<file path="config.mk">
export PLATFORM = sky130hd
export DESIGN_NAME = minibyte_membus_ctrl
export DESIGN_NICKNAME = d
export VERILOG_FILES = /design/src/rtl/minibyte_membus_ctrl.sv
export SDC_FILE = /design/constraint.sdc
export NUM_CORES = 1
export LEC_CHECK = 0
export BUFFER_PORTS_ARGS = -buffer_cell sky130_fd_sc_hd__buf_2
export CAP_MARGIN = 20
export CORE_ASPECT_RATIO = 0.9
export CORE_MARGIN = 5
export CORE_UTILIZATION = 30
export CTS_CLUSTER_DIAMETER = 60
export DETAILED_ROUTE_END_ITERATION = 16
export PLACE_DENSITY = 0.59
export RECOVER_POWER = 50
export SKIP_LAST_GASP = 1
export SYNTH_ARGS = -nofsm -noshare
export SYNTH_HDL_FRONTEND = slang
export SYNTH_SLANG_ARGS = --single-unit
</file>
<file path="constraint.sdc">
create_clock -name clk_in -period 6.8 [get_ports clk_in]
set_clock_uncertainty 0.2 [all_clocks]
set_input_delay 1.36 -clock clk_in [delete_from_list [all_inputs] [get_ports clk_in]]
set_output_delay 1.36 -clock clk_in [all_outputs]
set_load 0.05 [all_outputs]
</file>
<file path="src/rtl/minibyte_membus_ctrl.sv">
// minibyte_membus_ctrl
// External memory bus sequencer for the minibyte CPU. One read or write per
// request over a shared 8-bit pad bus: address phase (ALE), data phase with a
// ready handshake bounded by WAIT_MAX, then a one-cycle completion state.
//
//   state | meaning
//   ------+-----------------------------------------------------------
//   IDLE  | waiting for req_in; operands captured on acceptance
//   ADDR  | drive latched address with ale_out for one cycle
//   DATA  | rd/wr strobe asserted, wait for ready_in or timeout
//   DONE  | done_out pulse, bus released, back to IDLE next edge

module minibyte_membus_ctrl #(
  parameter int unsigned WAIT_MAX = 15
) (
  input  logic       clk_in,
  input  logic       rst_n_in,
  input  logic       req_in,
  input  logic       we_in,
  input  logic [7:0] addr_in,
  input  logic [7:0] wdata_in,
  input  logic [7:0] bus_in,
  input  logic       ready_in,
  output logic [7:0] bus_out,
  output logic       bus_oe_out,
  output logic       ale_out,
  output logic       rd_out,
  output logic       wr_out,
  output logic [7:0] rdata_out,
  output logic       busy_out,
  output logic       done_out,
  output logic       err_out
);

  typedef enum logic [1:0] {
    ST_IDLE = 2'd0,
    ST_ADDR = 2'd1,
    ST_DATA = 2'd2,
    ST_DONE = 2'd3
  } state_e;

  // Count value reached on the last permitted ready-low DATA cycle.
  localparam logic [7:0] CNT_LAST = 8'(WAIT_MAX - 1);

  state_e     state_q, state_d;
  logic [7:0] addr_q, addr_d;
  logic [7:0] wdata_q, wdata_d;
  logic       we_q, we_d;
  logic [7:0] cnt_q, cnt_d;
  logic [7:0] rdata_q, rdata_d;
  logic       err_q, err_d;

  // State and datapath registers; reset abandons any in-flight cycle.
  always_ff @(posedge clk_in or negedge rst_n_in) begin
    if (!rst_n_in) begin
      state_q <= ST_IDLE;
      addr_q  <= 8'h00;
      wdata_q <= 8'h00;
      we_q    <= 1'b0;
      cnt_q   <= 8'h00;
      rdata_q <= 8'h00;
      err_q   <= 1'b0;
    end else begin
      state_q <= state_d;
      addr_q  <= addr_d;
      wdata_q <= wdata_d;
      we_q    <= we_d;
      cnt_q   <= cnt_d;
      rdata_q <= rdata_d;
      err_q   <= err_d;
    end
  end

  // Next-state and datapath update. Operands only change on acceptance in
  // IDLE, so a request during a cycle is simply ignored.
  always_comb begin
    state_d = state_q;
    addr_d  = addr_q;
    wdata_d = wdata_q;
    we_d    = we_q;
    cnt_d   = cnt_q;
    rdata_d = rdata_q;
    err_d   = err_q;
    case (state_q)
      ST_IDLE: begin
        if (req_in) begin
          addr_d  = addr_in;
          wdata_d = wdata_in;
          we_d    = we_in;
          err_d   = 1'b0;
          state_d = ST_ADDR;
        end
      end
      ST_ADDR: begin
        cnt_d   = 8'h00;
        state_d = ST_DATA;
      end
      ST_DATA: begin
        if (ready_in) begin
          if (!we_q) begin
            rdata_d = bus_in;
          end
          state_d = ST_DONE;
        end else if (cnt_q == CNT_LAST) begin
          err_d   = 1'b1;
          state_d = ST_DONE;
        end else if (cnt_q != 8'hFF) begin
          // Saturate rather than wrap so a stuck count can never re-arm.
          cnt_d = cnt_q + 8'h01;
        end
      end
      ST_DONE: begin
        state_d = ST_IDLE;
      end
      default: begin
        state_d = ST_IDLE;
      end
    endcase
  end

  // Moore output decode from state and latched direction only.
  always_comb begin
    bus_out    = 8'h00;
    bus_oe_out = 1'b0;
    ale_out    = 1'b0;
    rd_out     = 1'b0;
    wr_out     = 1'b0;
    busy_out   = 1'b0;
    done_out   = 1'b0;
    case (state_q)
      ST_ADDR: begin
        bus_out    = addr_q;
        bus_oe_out = 1'b1;
        ale_out    = 1'b1;
        busy_out   = 1'b1;
      end
      ST_DATA: begin
        busy_out = 1'b1;
        if (we_q) begin
          bus_out    = wdata_q;
          bus_oe_out = 1'b1;
          wr_out     = 1'b1;
        end else begin
          rd_out = 1'b1;
        end
      end
      ST_DONE: begin
        busy_out = 1'b1;
        done_out = 1'b1;
      end
      default: begin
        busy_out = 1'b0;
      end
    endcase
  end

  assign rdata_out = rdata_q;
  assign err_out   = err_q;

endmodule

</file>
==> impl_metrics.csv, run 1 <==
group,metric,value,unit
outcome,status,"complete, but fails checks",
outcome,failed_checks,"max-capacitance violations, max-slew violations",
global_routing,grt_pass1_wl,6.630,mm
timing,min_period,3.729,ns
setup_path,worstSetupEndpointType,"output pin",
timing,fmax,268.2,MHz
timing,fin_crit_sh,54.83,%
synth,synth_cells,151,
placement,gp_congestion,0.8280,
floorplanning,ios,52,
floorplanning,core_area,5791,µm²
clocking,cts-hold-fix-buffers,0,
timing,drv_slew,37,
routing,drt_wl_total,3.911,mm
timing,rsz0062_at_grt,"false",
synth,synth-edff-count,0,
setup_path,path_cells,"inv_1 > ha_1 > and2_1 > a22oi_1 > nor2b_1 > buf_2",
placement,portBuffers,51,
clocking,cts_root_buf,"clkbuf_8",
timing,finalHoldViolations,0,
floorplanning,row_count,26,
routing,drtIter0Drc,99,
pwr,p_leak,1.011,nW
global_routing,antenna_found_initial,0,
pwr,power.density,513.2,nW/µm²
clocking,clock_path_buffers,2,
floorplanning,start_util,31.33,%
hold_path,hold_class,"flop to flop",
cells_and_area,layout.nets,241,
pwr,cellInternalPower,0.6005,mW
synth,synth_ff_type,"dfrtp_1",
cells_and_area,diodes,0,
synth,synth_warnings,0,
synth,netlist-cell-type-count,35,
timing,relSlewSlack,-28.03,%
timing,finalSetupViolCount,0,
synth,ys_seq_area_share,49.66,%
placement,place_hpwl,2.886,mm
cells_and_area,drive_gt1_share,43.20,%
run,max_cap_violations,1,
pwr,seqPwrFrac,32.2,%
pwr,clock_power_share,14.0,%
setup_path,critPathMaxFanout,11,
setup_path,slowest_stage,"and2_1",
clocking,clk_latency,0.28,ns
synth,async_reset_ff_share,100.0,%
timing,worstMarginPinSlew,1.921,ns
clocking,numCtsBuffers,5,
clocking,cts_tree,"yes",
pwr,combinationalPowerShare,53.9,%
pwr,p_sw,0.5380,mW
timing,finalSetupTns,0,ns
setup_path,critPathMaxStageDelay,0.43,ns
setup_path,rrSetupSlack,4.10,ns
cells_and_area,fillers,594,
clocking,cts_setup_buffers,0,
routing,ant_nets,0,
global_routing,overflow,0,
clocking,cts_resized,0,
routing,vias,1329,
setup_path,worst-setup-path-type,"flop to output pin",
global_routing,grt_pass1_vias,1389,
timing,whs,0.3000,ns
clocking,htreeDepth,2,
setup_path,cp_data_arrival_time,2.17,ns
clocking,clk_pin_slew_worst_paths,0.07,ns
setup_path,cp-start-kind,"flop",
global_routing,grt_max_degree,37,
pwr,sw_frac_of_total,47.25,%
pwr,ir_drop,223.7,µV
cells_and_area,area.growth.synth_to_final,22.28,%
floorplanning,die_height,83.78,µm
clocking,clock-sinks,36,
routing,dr.pass1.iters,4,
routing,drc,0,
synth,synth.avg_cell_area,12.01,µm²
synth,syn-cell-area,1814,µm²
global_routing,grtUsageTotal,10.65,%
synth,synth_nets,187,
routing,wire_per_inst,14.17,µm
synth,ys_ff_latch,36,
routing,viasPerCell,4.815,
floorplanning,dieArea,7705,µm²
setup_path,crit_required,5.24,ns
floorplanning,die_w,91.97,µm
-- per-layer routing --
layer	wire length [µm]	track usage, %	up-vias
met2	1647	14.99	42
met1	1916	15.20	623
met5	0	0	-
met3	299	3.787	6
li1	-	-	658
met4	48	3.239	0
-- sequential cells by signal, summed over array words and instances (netlist names) --
register,count
addr_q,8
cnt_q,8
err_out,1
rdata_out,8
state_q,2
wdata_q,8
we_q,1
-- layout by cell type (no fill, tap or decap), drive strengths merged, types with 2 or more instances in the layout --
cell,synthesis,routed
a21oi,4,4
a211oi,2,2
nor3,4,4
inv,6,6
ha,7,7
nor2,8,8
dfrtp,36,36
a22oi,8,8
a211o,2,2
clkbuf,4,10
nor3b,2,2
o31ai,2,2
nand3,2,2
a31oi,2,2
a41oi,2,2
nand2,9,9
o21ai,2,2
nor2b,11,11
buf,0,48
mux2,26,26
-- kinds of logic after synthesis --
kind of cell / count (synthesis) / synth area share [%]
adder cells (fa/ha/maj): 7 / 4.827
AO/OA/AOI/OAI: 31 / 14.83
buffers and inverters: 10 / 2.069
multiplexers: 26 / 16.14
AND/OR/NAND/NOR: 41 / 12.48
flip-flops: 36 / 49.65
-- Yosys cell counts, types with 2 or more instances --
master    count  share of area [%]
a31oi_1       2               0.69
a22oi_1       8                3.3
nor2b_1      11                3.8
nor3_1        4                1.1
o21ai_0       2               0.55
clkbuf_1      4               0.83
dfrtp_1      36                 50
a21oi_1       4                1.1
inv_1         6                1.2
mux2_2       25                 16
nand2_1       9                1.9
ha_1          7                4.8
a211o_1       2               0.97
nand3_1       2               0.55
nor2_1        7                1.4
a41oi_1       2               0.97
nor3b_1       2               0.83
-- power groups by stage --
stage / Clock (mW) / Sequential (mW) / Combinational, mW
after floorplan: 0 / 0.442 / 0.412
after global placement: 0 / 0.368 / 0.621
after detailed placement: 0 / 0.370 / 0.626
after CTS: 0.165 / 0.367 / 0.627
after global routing: 0.175 / 0.379 / 0.663
final: 0.159 / 0.366 / 0.613
-- path summary, 6_finish.rpt --
kind | start | endpoint | cells past startpoint
max reg2reg | cnt_q[0]$_DFFE_PN0P_ | cnt_q[6]$_DFFE_PN0P_ | 6
min | rdata_out[2]$_DFFE_PN0P_ | rdata_out[2]$_DFFE_PN0P_ | 1
max | state_q[0]$_DFFE_PN0P_ | bus_out[1] | 6
max in group asynchronous | rst_n_in | we_q$_DFFE_PN0P_ | 1
min in group asynchronous | rst_n_in | cnt_q[3]$_DFFE_PN0P_ | 1
min reg2reg | rdata_out[2]$_DFFE_PN0P_ | rdata_out[2]$_DFFE_PN0P_ | 1
-- stage by stage --
stage / setup WS (ns) / power [mW] / instances / instance area (µm²) / util [%]
after floorplan: 2.689 / 0.8540 / 151 / 1814 / -
after global placement: 3.412 / 0.9891 / 268 / 2142 / 36.99
after detailed placement: 3.375 / 0.9951 / 268 / 2142 / 36.99
after CTS: 3.047 / 1.159 / 276 / 2236 / 38.61
after global routing: 2.874 / 1.217 / 276 / 2218 / 38.31
final: 3.071 / 1.139 / 276 / 2218 / 38.31
-- worst max-delay path, delay by kind of cell, from the launching register on --
family | cells | cell delay, ns
AO/OA/AOI/OAI | 1 | 0.12
adder cells (fa/ha/maj) | 1 | 0.39
buffers and inverters | 2 | 0.39
flip-flops | 1 | 0.42
AND/OR/NAND/NOR | 2 | 0.57
-- layout make-up --
cell class / count / area [µm²] / share of cell area (%)
multi-input combinational: 105 / 862.1 / 38.86
clock inverter: 1 / 7.507 / 0.3384
clock buffer: 7 / 86.33 / 3.892
sequential: 36 / 900.9 / 40.61
tap: 70 / 87.58 / 3.948
timing repair buffer: 51 / 251.5 / 11.34
inverter: 6 / 22.52 / 1.015
(Power assumes the default switching activity.)
==> run 2: changes to the inputs <==
==> constraint.sdc (replaced) <==
create_clock -name clk_in -period 3.9 [get_ports clk_in]
set_clock_uncertainty 0.2 [all_clocks]
set_input_delay 0.78 -clock clk_in [delete_from_list [all_inputs] [get_ports clk_in]]
set_output_delay 0.78 -clock clk_in [all_outputs]
set_load 0.05 [all_outputs]
==> impl_metrics.csv, run 2 (same netlist as run 1, synthesis figures left out) <==
group,metric,value,unit
pwr,sw_frac_of_total,47.56,%
routing,vias,1350,
floorplanning,row_count,26,
timing,rsz0062_at_grt,"false",
pwr,combinationalPowerShare,53.7,%
routing,dr.pass1.iters,4,
setup_path,crit_required,2.92,ns
cells_and_area,seq_area,900.9,µm²
floorplanning,dieArea,7705,µm²
timing,min_period,3.142,ns
cells_and_area,layout_common_cells,"41 x buf_2, 36 x dfrtp_1, 25 x mux2_2",
setup_path,worstSetupEndpointType,"output pin",
routing,drc,0,
setup_path,r2r-end,"cnt_q[3]$_DFFE_PN0P_",
setup_path,critPathCapture,"bus_out[1]",
pwr,p_leak,0.9902,nW
routing,ant_nets,0,
floorplanning,ios,52,
cells_and_area,layout.nets,241,
clocking,numCtsBuffers,5,
routing,viasPerCell,4.891,
timing,worst_slack,0.7579,ns
cells_and_area,diodes,0,
outcome,status,"complete, but fails checks",
timing,finalSetupViolCount,0,
clocking,cts-hold-fix-buffers,0,
placement,gp_congestion,0.8277,
clocking,htreeDepth,2,
run,max_cap_violations,1,
setup_path,critPathMaxFanout,11,
clocking,clock_path_buffers,2,
outcome,failed_checks,"max-capacitance violations, max-slew violations",
placement,place_hpwl,2.879,mm
placement,portBuffers,51,
setup_path,startpoint,"state_q[0]$_DFFE_PN0P_",
placement,place_ws,1.051,ns
pwr,cellInternalPower,1.038,mW
cells_and_area,fillers,579,
pwr,clock_power_share,13.8,%
clocking,cts_tree,"yes",
timing,fin_crit_sh,80.57,%
setup_path,cp-start-kind,"flop",
hold_path,hold_class,"flop to flop",
global_routing,grtUsageTotal,10.63,%
setup_path,rr_startpoint,"state_q[0]$_DFFE_PN0P_",
timing,finalSetupTns,0,ns
cells_and_area,drive_gt1_share,40.29,%
routing,wire_per_inst,14.18,µm
pwr,p_sw,0.9415,mW
global_routing,grt_max_degree,37,
floorplanning,start_util,31.33,%
floorplanning,core_area,5791,µm²
cells_and_area,fin_area,2223,µm²
clocking,clk_pin_slew_worst_paths,0.07,ns
clocking,clock-sinks,36,
cells_and_area,multi_input_area,875.8,µm²
timing,worstMarginPinSlew,1.869,ns
clocking,cts_root_buf,"clkbuf_8",
setup_path,worst-setup-path-type,"flop to output pin",
pwr,ir_drop,415.0,µV
clocking,cts_setup_buffers,0,
timing,finalHoldViolations,0,
floorplanning,die_w,91.97,µm
timing,drv_slew,37,
clocking,cts_resized,0,
clocking,clk_latency,0.28,ns
global_routing,grt_pass1_wl,6.644,mm
floorplanning,die_height,83.78,µm
routing,drt_wl_total,3.913,mm
pwr,p_total,1.980,mW
timing,relSlewSlack,-24.58,%
placement,dpl-instance-area,2142,µm²
setup_path,rrSetupSlack,1.57,ns
routing,drtIter0Drc,64,
setup_path,r2r_cells,6,
pwr,power.density,890.4,nW/µm²
setup_path,cp_data_arrival_time,2.16,ns
global_routing,grt_pass1_vias,1369,
pwr,seqPwrFrac,32.4,%
cells_and_area,layout_commonest_cell,"buf_2",
timing,fmax,318.3,MHz
placement,place_inst,268,
global_routing,overflow,0,
global_routing,antenna_found_initial,0,
cells_and_area,finalNonFillerCells,276,
cells_and_area,area.growth.synth_to_final,22.55,%
run 2: changes by cell type in the layout (fill, tap and decap cells not counted), sizes merged:
cell    previous run  this run
buf               48        41
clkbuf            10        17
run 2: critical path: stages (launching register included):
cell and delay, ns:
dfrtp_1 0.42, inv_1 0.12, ha_1 0.38, and2_1 0.43, a22oi_1 0.12, nor2b_1 0.14
buf_2 0.27
run 2: worst min path at each step:
stage | endpoint | startpoint | cells past startpoint
2_1_floorplan | addr_q[0]$_DFFE_PN0P_ | rst_n_in | 0
3_3_place_gp | rdata_out[6]$_DFFE_PN0P_ | rdata_out[6]$_DFFE_PN0P_ | 1
3_5_place_dp | rdata_out[2]$_DFFE_PN0P_ | rdata_out[2]$_DFFE_PN0P_ | 1
4_1_cts | rdata_out[2]$_DFFE_PN0P_ | rdata_out[2]$_DFFE_PN0P_ | 1
5_1_grt | wdata_q[5]$_DFFE_PN0P_ | wdata_q[5]$_DFFE_PN0P_ | 1
6_report | rdata_out[2]$_DFFE_PN0P_ | rdata_out[2]$_DFFE_PN0P_ | 1
run 2: power groups by stage:
stage / Combinational, mW / Clock (mW) / Sequential [mW]
detailed placement: 1.09 / 0 / 0.646
global route: 1.14 / 0.306 / 0.664
CTS: 1.09 / 0.286 / 0.642
global placement: 1.08 / 0 / 0.641
finish: 1.06 / 0.274 / 0.642
floorplan: 0.718 / 0 / 0.771
run 2: layout make-up:
cell class              count  share of cell area, %
inverters                   6                  1.013
flip-flops and latches     36                  40.52
clock inverters             1                 0.3376
multi-input cells         105                  39.39
well taps                  70                  3.939
clock buffers               7                  3.883
repair buffers             51                  10.92
run 2: metrics by stage:
| stage | utilization (%) | hold WS [ns] |
|---|---|---|
| floorplan | - | 0.2803 |
| global placement | 36.99 | 0.2816 |
| detailed placement | 36.99 | 0.2924 |
| CTS | 38.61 | 0.3094 |
| global route | 38.40 | 0.3273 |
| finish | 38.40 | 0.3093 |
run 2: metal layers:
metal	GRT usage [%]	share of wire (%)	up-vias
li1	-	-	658
met1	15.06	47	649
met2	15.12	45	38
met3	3.968	7.3	5
met4	2.834	0.84	0
met5	0	0	-
==> run 3: changes to the inputs <==
--- a/config.mk
+++ b/config.mk
@@ -5,6 +5,7 @@
 export SDC_FILE = /design/constraint.sdc
 export NUM_CORES = 1
 export LEC_CHECK = 0
+export ABC_AREA = 1
 export BUFFER_PORTS_ARGS = -buffer_cell sky130_fd_sc_hd__buf_2
 export CAP_MARGIN = 20
 export CORE_ASPECT_RATIO = 0.9
@@ -12,7 +13,7 @@
 export CORE_UTILIZATION = 30
 export CTS_CLUSTER_DIAMETER = 60
 export DETAILED_ROUTE_END_ITERATION = 16
-export PLACE_DENSITY = 0.59
+export PLACE_DENSITY = 0.61
 export RECOVER_POWER = 50
 export SKIP_LAST_GASP = 1
 export SYNTH_ARGS = -nofsm -noshare
==> constraint.sdc (replaced) <==
create_clock -name clk_in -period 2.7 [get_ports clk_in]
set_clock_uncertainty 0.2 [all_clocks]
set_input_delay 0.54 -clock clk_in [delete_from_list [all_inputs] [get_ports clk_in]]
set_output_delay 0.54 -clock clk_in [all_outputs]
set_load 0.05 [all_outputs]
==> impl_metrics.csv, run 3 <==
group,metric,value,unit
setup_path,critPathMaxFanout,11,
floorplanning,start_util,30.67,%
synth,synth_cells,234,
timing,finalHoldViolations,0,
placement,place_hpwl,3.404,mm
setup_path,cp_data_arrival_time,1.81,ns
timing,worstMarginPinSlew,1.863,ns
pwr,power.density,1227,nW/µm²
setup_path,worstSetupEndpointType,"output pin",
floorplanning,die_height,85.01,µm
synth,syn-cell-area,1876,µm²
synth,async_reset_ff_share,100.0,%
timing,finalSetupTns,0,ns
timing,worst_slack,0.1471,ns
floorplanning,die_w,93.35,µm
timing,finalSetupViolCount,0,
synth,synth_common_cells,"105 x nand2_1, 36 x dfrtp_1, 22 x nor2_1",
setup_path,path_cells,"inv_1 > ha_1 > nand2_1 > a21oi_2 > buf_2",
synth,synth_top_area_share,48.03,%
placement,dpl-instance-area,2252,µm²
global_routing,grtUsageTotal,12.33,%
pwr,ir_drop,567.7,µV
cells_and_area,diodes,0,
placement,place_inst,369,
synth,yosys-top-cells-area,"dfrtp_1 48%, nand2_1 21%, mux2_4 6.4%",
clocking,cts-hold-fix-buffers,0,
synth,ys_ff_latch,36,
cells_and_area,finalNonFillerCells,377,
clocking,cts_tree,"yes",
timing,rsz0062_at_grt,"false",
synth,ys_seq_area_share,48.03,%
routing,dr.pass1.iters,4,
floorplanning,dieArea,7935,µm²
routing,viasPerCell,4.318,
global_routing,grt_pass1_wl,7.872,mm
clocking,clk_pin_slew_worst_paths,0.07,ns
timing,drv_slew,37,
clocking,clk_latency,0.28,ns
routing,drtIter0Drc,56,
global_routing,grt_max_degree,37,
clocking,htreeDepth,2,
floorplanning,core_area,6115,µm²
synth,synth.avg_cell_area,8.015,µm²
routing,drt_wl_total,4.580,mm
routing,ant_nets,0,
hold_path,hold_class,"primary input to flop",
cells_and_area,fin_area,2350,µm²
placement,place_ws,0.3107,ns
cells_and_area,layout_common_cells,"105 x nand2_1, 42 x buf_2, 36 x dfrtp_1",
global_routing,overflow,0,
synth,synth_top_area_cell,"dfrtp_1",
setup_path,critPathBufInv,2,
cells_and_area,layout.nets,325,
routing,wire_per_inst,12.15,µm
synth,yosysMostFrequentCell,"nand2_1",
timing,min_period,2.553,ns
outcome,failed_checks,"max-capacitance violations, max-slew violations",
synth,synth_ff_type,"dfrtp_1",
synth,synth_nets,270,
cells_and_area,drive_gt1_share,25.52,%
setup_path,worst-setup-path-type,"flop to output pin",
placement,portBuffers,51,
synth,synth-edff-count,0,
placement,gp_congestion,0.8120,
synth,netlist-cell-type-count,20,
clocking,numCtsBuffers,5,
floorplanning,ios,52,
synth,synth_warnings,0,
outcome,status,"complete, but fails checks",
clocking,cts_root_buf,"clkbuf_8",
routing,drc,0,
timing,fmax,391.7,MHz
cells_and_area,layout_commonest_cell,"nand2_1",
setup_path,slowest_stage,"ha_1",
pwr,p_leak,1.236,nW
floorplanning,row_count,27,
timing,relSlewSlack,-24.20,%
clocking,clock-sinks,36,
setup_path,crit_family,"adder cells",
run,max_cap_violations,1,
routing,vias,1628,
clocking,clock_path_buffers,2,
global_routing,antenna_found_initial,0,
setup_path,rrSetupSlack,0.65,ns
global_routing,grt_pass1_vias,1673,
cells_and_area,area.growth.synth_to_final,25.28,%
timing,fin_crit_sh,94.55,%
setup_path,critPathMaxStageDelay,0.44,ns
setup_path,cp-start-kind,"flop",
setup_path,crit_required,1.96,ns
## run 3: cell types whose count changed in the layout (fill, tap and decap cells not counted), sizes merged, moves of 4 or more
| cell | previous run | this run |
|---|---|---|
| nand3 | 2 | 15 |
| clkinv | 0 | 4 |
| nor3 | 4 | 0 |
| inv | 6 | 11 |
| nor2b | 11 | 0 |
| mux2 | 26 | 8 |
| a21oi | 4 | 13 |
| nor2 | 8 | 23 |
| nand2 | 9 | 108 |
| a22oi | 8 | 0 |
## run 3: layer usage
| metal | track usage (%) | up-vias | routed length [µm] |
|---|---|---|---|
| met5 | 0 | - | 0 |
| met4 | 2.397 | 0 | 23 |
| met3 | 4.167 | 4 | 355 |
| met2 | 19.03 | 52 | 1952 |
| met1 | 16.89 | 735 | 2249 |
| li1 | - | 837 | - |
## run 3: cells by family (layout without fill, tap and decap cells)
| group | count (synthesis) | after routing | synth area share (%) |
|---|---|---|---|
| and+or+nand+nor | 148 | 148 | 31.75 |
| muxes | 8 | 8 | 6.405 |
| adders and majority gates | 7 | 7 | 4.670 |
| DFF | 36 | 36 | 48.03 |
| AOI/OAI and AO/OA | 15 | 15 | 4.003 |
| xor gates and xnor gates | 1 | 1 | 0.4671 |
| buffers and inverters | 19 | 75 | 4.670 |
## run 3: timing repair
item / in CTS / in global routing
buffers inserted: 0 / 0
setup endpoints to repair: 4 / 0
resized for setup: 1 / 0
## run 3: cell type report
| cell class | instances | area [µm²] |
|---|---|---|
| Fill cell | 646 | 3765 |
| Multi-Input combinational cell | 179 | 919.6 |
| Sequential cell | 36 | 900.9 |
| Timing Repair Buffer | 53 | 259.0 |
| Tap cell | 87 | 108.9 |
| Clock buffer | 6 | 72.57 |
| Inverter | 14 | 53.80 |
| Clock inverter | 2 | 35.03 |
## run 3: metrics by stage
stage               total power, mW  util (%)  hold WS [ns]
floorplan                     2.082         -       0.04441
global placement              2.422     36.83        0.2627
detailed placement            2.449     36.83        0.2651
CTS                           2.936     38.61        0.1708
global route                  3.098     38.43        0.2458
finish                        2.883     38.43        0.2440
## run 3: path summary, 6_finish.rpt
kind                                         from                       end  cells past startpoint
min reg2reg                 addr_q[6]$_DFFE_PN0P_     addr_q[6]$_DFFE_PN0P_                      2
max reg2reg                state_q[0]$_DFFE_PN0P_  rdata_out[2]$_DFFE_PN0P_                      6
min                                    addr_in[2]     addr_q[2]$_DFFE_PN0P_                      3
min in group asynchronous                rst_n_in      cnt_q[4]$_DFFE_PN0P_                      1
max                        state_q[1]$_DFFE_PN0P_                bus_out[5]                      5
max in group asynchronous                rst_n_in       err_out$_DFFE_PN0P_                      1
## run 3: worst min-delay path, stage by stage
cell     delay (ns)
buf_2          0.07
nand2_1        0.04
nand2_1        0.04
## run 3: power breakdown
part / internal (mW) / leakage [nW] / switching (mW) / total [mW]
registers: 0.750 / 0.456 / 0.137 / 0.887
logic: 0.423 / 0.725 / 1.11 / 1.53
clock network: 0.274 / 0.0552 / 0.191 / 0.465
